===== config.mk =====
export PLATFORM = sky130hd
export DESIGN_NAME = bin_cmd_seq
export DESIGN_NICKNAME = d
export VERILOG_FILES = /design/src/rtl/bin_cmd_seq.sv
export SDC_FILE = /design/constraint.sdc
export NUM_CORES = 1
export LEC_CHECK = 0
export ABC_AREA = 1
export CORE_MARGIN = 5
export CORE_UTILIZATION = 40
export DETAILED_ROUTE_END_ITERATION = 6
export HOLD_SLACK_MARGIN = 0.03
export PLACE_DENSITY_LB_ADDON = 0.3
export RECOVER_POWER = 25
export SLEW_MARGIN = 40
export SYNTH_ARGS = -nofsm -noshare
export SYNTH_HDL_FRONTEND = slang
export SYNTH_SLANG_ARGS = --single-unit

===== constraint.sdc =====
create_clock -name clk -period 3.3 [get_ports clk]
set_input_delay 0.825 -clock clk [delete_from_list [all_inputs] [get_ports clk]]
set_output_delay 0.825 -clock clk [all_outputs]
set_load 0.05 [all_outputs]

===== src/rtl/bin_cmd_seq.sv =====
// bin_cmd_seq: queued command sequencer that drives the control strobes of a
// binary up/down counter. Commands sit in a small FIFO and are executed by an
// IDLE/EXEC state machine. Back-to-back commands run with no idle gap.
//
//   state | meaning
//   IDLE  | no command executing; pops the FIFO head whenever level > 0
//   EXEC  | command active; rem holds the active cycles left, including this one
module bin_cmd_seq #(
    parameter int N     = 8,
    parameter int CW    = 16,
    parameter int DEPTH = 4
) (
    input  logic                       clk,
    input  logic                       reset,
    input  logic                       cmd_valid,
    output logic                       cmd_ready,
    input  logic [2:0]                 cmd_op,
    input  logic [N-1:0]               cmd_data,
    input  logic [CW-1:0]              cmd_cycles,
    input  logic                       abort,
    output logic                       syn_clr,
    output logic                       load,
    output logic                       en,
    output logic                       up,
    output logic [N-1:0]               d,
    output logic                       busy,
    output logic                       done,
    output logic [$clog2(DEPTH):0]     level
);

    localparam int AW = $clog2(DEPTH);
    localparam int LW = AW + 1;
    localparam logic [LW-1:0] DEPTH_L = LW'(DEPTH);

    localparam logic [2:0] OP_UP   = 3'd1;
    localparam logic [2:0] OP_DN   = 3'd2;
    localparam logic [2:0] OP_LOAD = 3'd3;
    localparam logic [2:0] OP_SCLR = 3'd4;
    localparam logic [2:0] OP_WAIT = 3'd5;

    typedef enum logic {IDLE, EXEC} state_t;

    state_t          state;
    logic [CW-1:0]   rem;
    logic [2:0]      mem_op   [DEPTH];
    logic [N-1:0]    mem_data [DEPTH];
    logic [CW-1:0]   mem_cyc  [DEPTH];
    logic [AW-1:0]   wr_ptr;
    logic [AW-1:0]   rd_ptr;
    logic            push;
    logic            pop;
    logic            last;
    logic [2:0]      head_op;
    logic [N-1:0]    head_data;
    logic [CW-1:0]   head_cyc;

    // Handshake, pop decision and FIFO head view; reset input gates ready so it
    // reads low for the whole time reset is held.
    always_comb begin
        cmd_ready = reset && (level < DEPTH_L) && !abort;
        push      = cmd_valid && cmd_ready;
        last      = (state == EXEC) && (rem == CW'(1));
        pop       = !abort && (level != '0) && ((state == IDLE) || last);
        busy      = (state == EXEC) || (level != '0);
        head_op   = mem_op[rd_ptr];
        head_data = mem_data[rd_ptr];
        head_cyc  = mem_cyc[rd_ptr];
    end

    // FIFO storage; payload needs no reset since level gates every read.
    always_ff @(posedge clk) begin
        if (push) begin
            mem_op[wr_ptr]   <= cmd_op;
            mem_data[wr_ptr] <= cmd_data;
            mem_cyc[wr_ptr]  <= cmd_cycles;
        end
    end

    // FIFO pointers and occupancy; abort flushes everything.
    always_ff @(posedge clk or negedge reset) begin
        if (!reset) begin
            wr_ptr <= '0;
            rd_ptr <= '0;
            level  <= '0;
        end else if (abort) begin
            wr_ptr <= '0;
            rd_ptr <= '0;
            level  <= '0;
        end else begin
            if (push) wr_ptr <= wr_ptr + AW'(1);
            if (pop)  rd_ptr <= rd_ptr + AW'(1);
            if (push && !pop)      level <= level + LW'(1);
            else if (pop && !push) level <= level - LW'(1);
        end
    end

    // Sequencer: strobes and done are registered so they line up with the
    // active cycles; d only moves when a LOAD starts.
    always_ff @(posedge clk or negedge reset) begin
        if (!reset) begin
            state   <= IDLE;
            rem     <= '0;
            syn_clr <= 1'b0;
            load    <= 1'b0;
            en      <= 1'b0;
            up      <= 1'b0;
            done    <= 1'b0;
            d       <= '0;
        end else if (abort) begin
            state   <= IDLE;
            rem     <= '0;
            syn_clr <= 1'b0;
            load    <= 1'b0;
            en      <= 1'b0;
            up      <= 1'b0;
            done    <= 1'b0;
        end else if (pop) begin
            syn_clr <= 1'b0;
            load    <= 1'b0;
            en      <= 1'b0;
            up      <= 1'b0;
            case (head_op)
                OP_UP, OP_DN, OP_WAIT: begin
                    if (head_cyc == '0) begin
                        state <= IDLE;
                        done  <= 1'b1;
                    end else begin
                        state <= EXEC;
                        rem   <= head_cyc;
                        done  <= (head_cyc == CW'(1));
                        en    <= (head_op != OP_WAIT);
                        up    <= (head_op == OP_UP);
                    end
                end
                OP_LOAD: begin
                    state <= EXEC;
                    rem   <= CW'(1);
                    load  <= 1'b1;
                    d     <= head_data;
                    done  <= 1'b1;
                end
                OP_SCLR: begin
                    state   <= EXEC;
                    rem     <= CW'(1);
                    syn_clr <= 1'b1;
                    done    <= 1'b1;
                end
                default: begin
                    state <= IDLE;
                    done  <= 1'b1;
                end
            endcase
        end else if (last) begin
            state   <= IDLE;
            rem     <= '0;
            syn_clr <= 1'b0;
            load    <= 1'b0;
            en      <= 1'b0;
            up      <= 1'b0;
            done    <= 1'b0;
        end else if (state == EXEC) begin
            rem  <= rem - CW'(1);
            done <= (rem == CW'(2));
        end else begin
            done <= 1'b0;
        end
    end

endmodule


==> impl_metrics.tcl <==
set metrics [dict create \
    ys_top_cells_by_area "sky130_fd_sc_hd__edfxtp_1, sky130_fd_sc_hd__dfrtp_1, sky130_fd_sc_hd__nand2_1" \
    drive_gt1_share_pct 12.57 \
    first_global_vias 4765 \
    antennaDiodeCount 0 \
    worstSetupEndpointType "output port" \
    largest_area_contributor_in_the_netlist "sky130_fd_sc_hd__edfxtp_1" \
    level_count_of_the_clock_h_tree 4 \
    wire_per_inst_um 14.81 \
    die_height_um 139.3 \
    violated_checks "capacitance limit, slew limit" \
    syn-mean-instance-area_um2 9.985 \
    path_clk_slew_ps 60 \
    synth.distinct_cells 35 \
    route.detailed.drc 0 \
    cts.path.max_buffers 2 \
    detailed_place_hpwl_mm 9.529 \
    dominantRegCellSynth "sky130_fd_sc_hd__edfxtp_1" \
    vdd_drop_max_v 0.0003875 \
    setup.worst_path.end "cmd_ready" \
    postSynthRegisterBits 145 \
    layout_min_cycle_time_ps 2804 \
    number_of_pins_exceeding_their_max_slew_limit_in_the_final_report 38 \
    outcome "finished, violations left" \
    dieArea_um2 19410 \
    reg2regPathDepth 12 \
    synth.top_cell.area_share_pct 48.48 \
    finalHoldViolCount 0 \
    reg2reg_slack_ps 870 \
    dr.pass1.iters 4 \
    horizontal_die_dimension_um 139.3 \
    finalWirelength_mm 14.22 \
    fillerInstances 1492 \
    tritoncts.num_buffers 17 \
    grt_first_pass_wirelength_mm 24.00 \
    seq_area_frac_synth_pct 62.32 \
    tritoncts "built" \
    pwr_density_cell_nw_per_um2 850.1 \
    crit-reg2reg-capture "rem[4]" \
    viasPerCell 4.814 \
    cts_sinks 145 \
    numnets_final 766 \
    core_area_um2 16520 \
    area_delta_synth_final_pct 19.15 \
    final_cell_mix "sky130_fd_sc_hd__nand2_1, sky130_fd_sc_hd__edfxtp_1, sky130_fd_sc_hd__nand3_1, sky130_fd_sc_hd__inv_1, sky130_fd_sc_hd__nor2_1" \
    route.vias.total 4621 \
    rsz0062_at_grt "no" \
    grt_util_all_layers_pct 15.40 \
    critPathLaunchType "input port" \
    postLayoutSetupSlackWorst_ps 496.3 \
    ys_warn_count 0 \
    ws_path_type "input port to output port" \
    max-cap-violations 1 \
    starting_drt_drc_count 212 \
    floorplan.rows 47 \
    grt_overflow_total 0 \
    setup_total_negative_slack_ps 0 \
    antenna_violations_before_repair 0 \
    max_slew_margin_vs_limit_pct -38.06 \
    required_ps 2470 \
    fmax_mhz 356.7 \
    grt_start_max_net_pins 56 \
    cts_repair_resize_count 0 \
    cts-root-buf "sky130_fd_sc_hd__clkbuf_16" \
    number_of_buffers_inserted_by_port_buffering 48 \
    cts_hold_buffers 0 \
    report.power.total_uw 6777 \
    top_level_ports 49 \
    crit_fanout 7 \
    min_path_type "register to register" \
    timing_worst_slew_pin_value_ps 2071 \
    finalCritPeriodShare_pct 84.96 \
    insertion_delay_ps 420 \
    cp_data_arrival_time_ps 1980 \
    timing.rr.start "rd_ptr[0]" \
    synthCells 670 \
    mappedNetlistArea_um2 6690 \
    finClkSkew_ps 9.592 \
    worstSetupStartpoint "abort" \
    synth_edf_count 108 \
    initial_utilization_pct 40.49 \
    synth_nets 709 \
    static-leakage-power_uw 0.003365 \
    async_reset_ff_share_pct 25.52 \
    finalSetupViolCount 0 \
    detailedPlace.worstSlack_ps 391.5 \
    final_common_cell "sky130_fd_sc_hd__nand2_1" \
    routability_cong 0.8342 \
    drt.antenna.violating_nets 0 \
    post_cts.repair.setup_buffers 0 \
]
[per-layer routing]
layer | vias to the layer above | share of wire [%] | track usage, %
li1 | 2329 | - | -
met1 | 2211 | 45 | 19.36
met2 | 67 | 50 | 26.21
met3 | 14 | 3.3 | 3.156
met4 | 0 | 1.2 | 5.922
met5 | - | 0 | 0
[cells in the mapped netlist, drive strengths merged (6+ instances only)]
master  instances
o21ai          32
nand3          69
xor2            6
nor2           50
nand2         251
buf            21
inv            51
o22ai           9
edfxtp        108
dfrtp          37
xnor2           6
ha              7
[metrics by stage]
| step | cell area (um2) | hold slack [ps] | utilization (%) | instances |
|---|---|---|---|---|
| 4_1_cts | 7976 | 496.4 | 48.27 | 960 |
| 3_5_place_dp | 7403 | 480.7 | 44.80 | 928 |
| 6_report | 7971 | 494.7 | 48.24 | 960 |
| 3_3_place_gp | 7403 | 474.2 | 44.80 | 928 |
| 2_1_floorplan | 6690 | 469.9 | - | 670 |
| 5_1_grt | 7971 | 527.0 | 48.24 | 960 |
[critical path, cell delays in order]
cell	delay [ps]
sky130_fd_sc_hd__clkdlybuf4s50_1	460
sky130_fd_sc_hd__inv_1	200
sky130_fd_sc_hd__nand2_1	80
sky130_fd_sc_hd__nor2_1	140
sky130_fd_sc_hd__buf_4	140
sky130_fd_sc_hd__buf_12	120
[layout make-up]
class / instances / area (um2) / share of cell area [%]
multi-input cells: 448 / 2162 / 27.12
clock buffers: 18 / 429.2 / 5.384
repair buffers: 64 / 600.6 / 7.534
well taps: 220 / 275.3 / 3.453
inverters: 51 / 191.4 / 2.402
flip-flops and latches: 145 / 4169 / 52.30
clock inverters: 14 / 143.9 / 1.805
[state kept, by name, summed over array words and instances (netlist names)]
register / flops
done: 1
en: 1
mem_op: 12
state: 1
wr_ptr: 2
mem_data: 32
up: 1
level: 3
syn_clr: 1
mem_cyc: 64
load: 1
d: 8
rem: 16
rd_ptr: 2
[logic make-up after synthesis]
logic type	count (synthesis)	synth area share, %
fa+ha+maj	8	1.608
simple gates	380	24.84
compound gates	48	4.152
flops	145	62.32
buf+inv	77	5.517
xor+xnor	12	1.571
[power breakdown]
group	leakage [uW]	switching (uW)	internal [uW]
clock network	0.000276	784	1060
registers	0.00147	136	2160
logic	0.00162	1790	845
total	0.00336	2710	4070
[worst min path at each step]
stage,end,cells past startpoint,from
2_1_floorplan,rem[0],2,rem[0]
3_3_place_gp,d[0],2,d[0]
3_5_place_dp,d[0],2,d[0]
4_1_cts,d[0],2,d[0]
5_1_grt,d[0],2,d[0]
6_report,d[4],2,d[4]
Power figures use the tool's default switching activity.
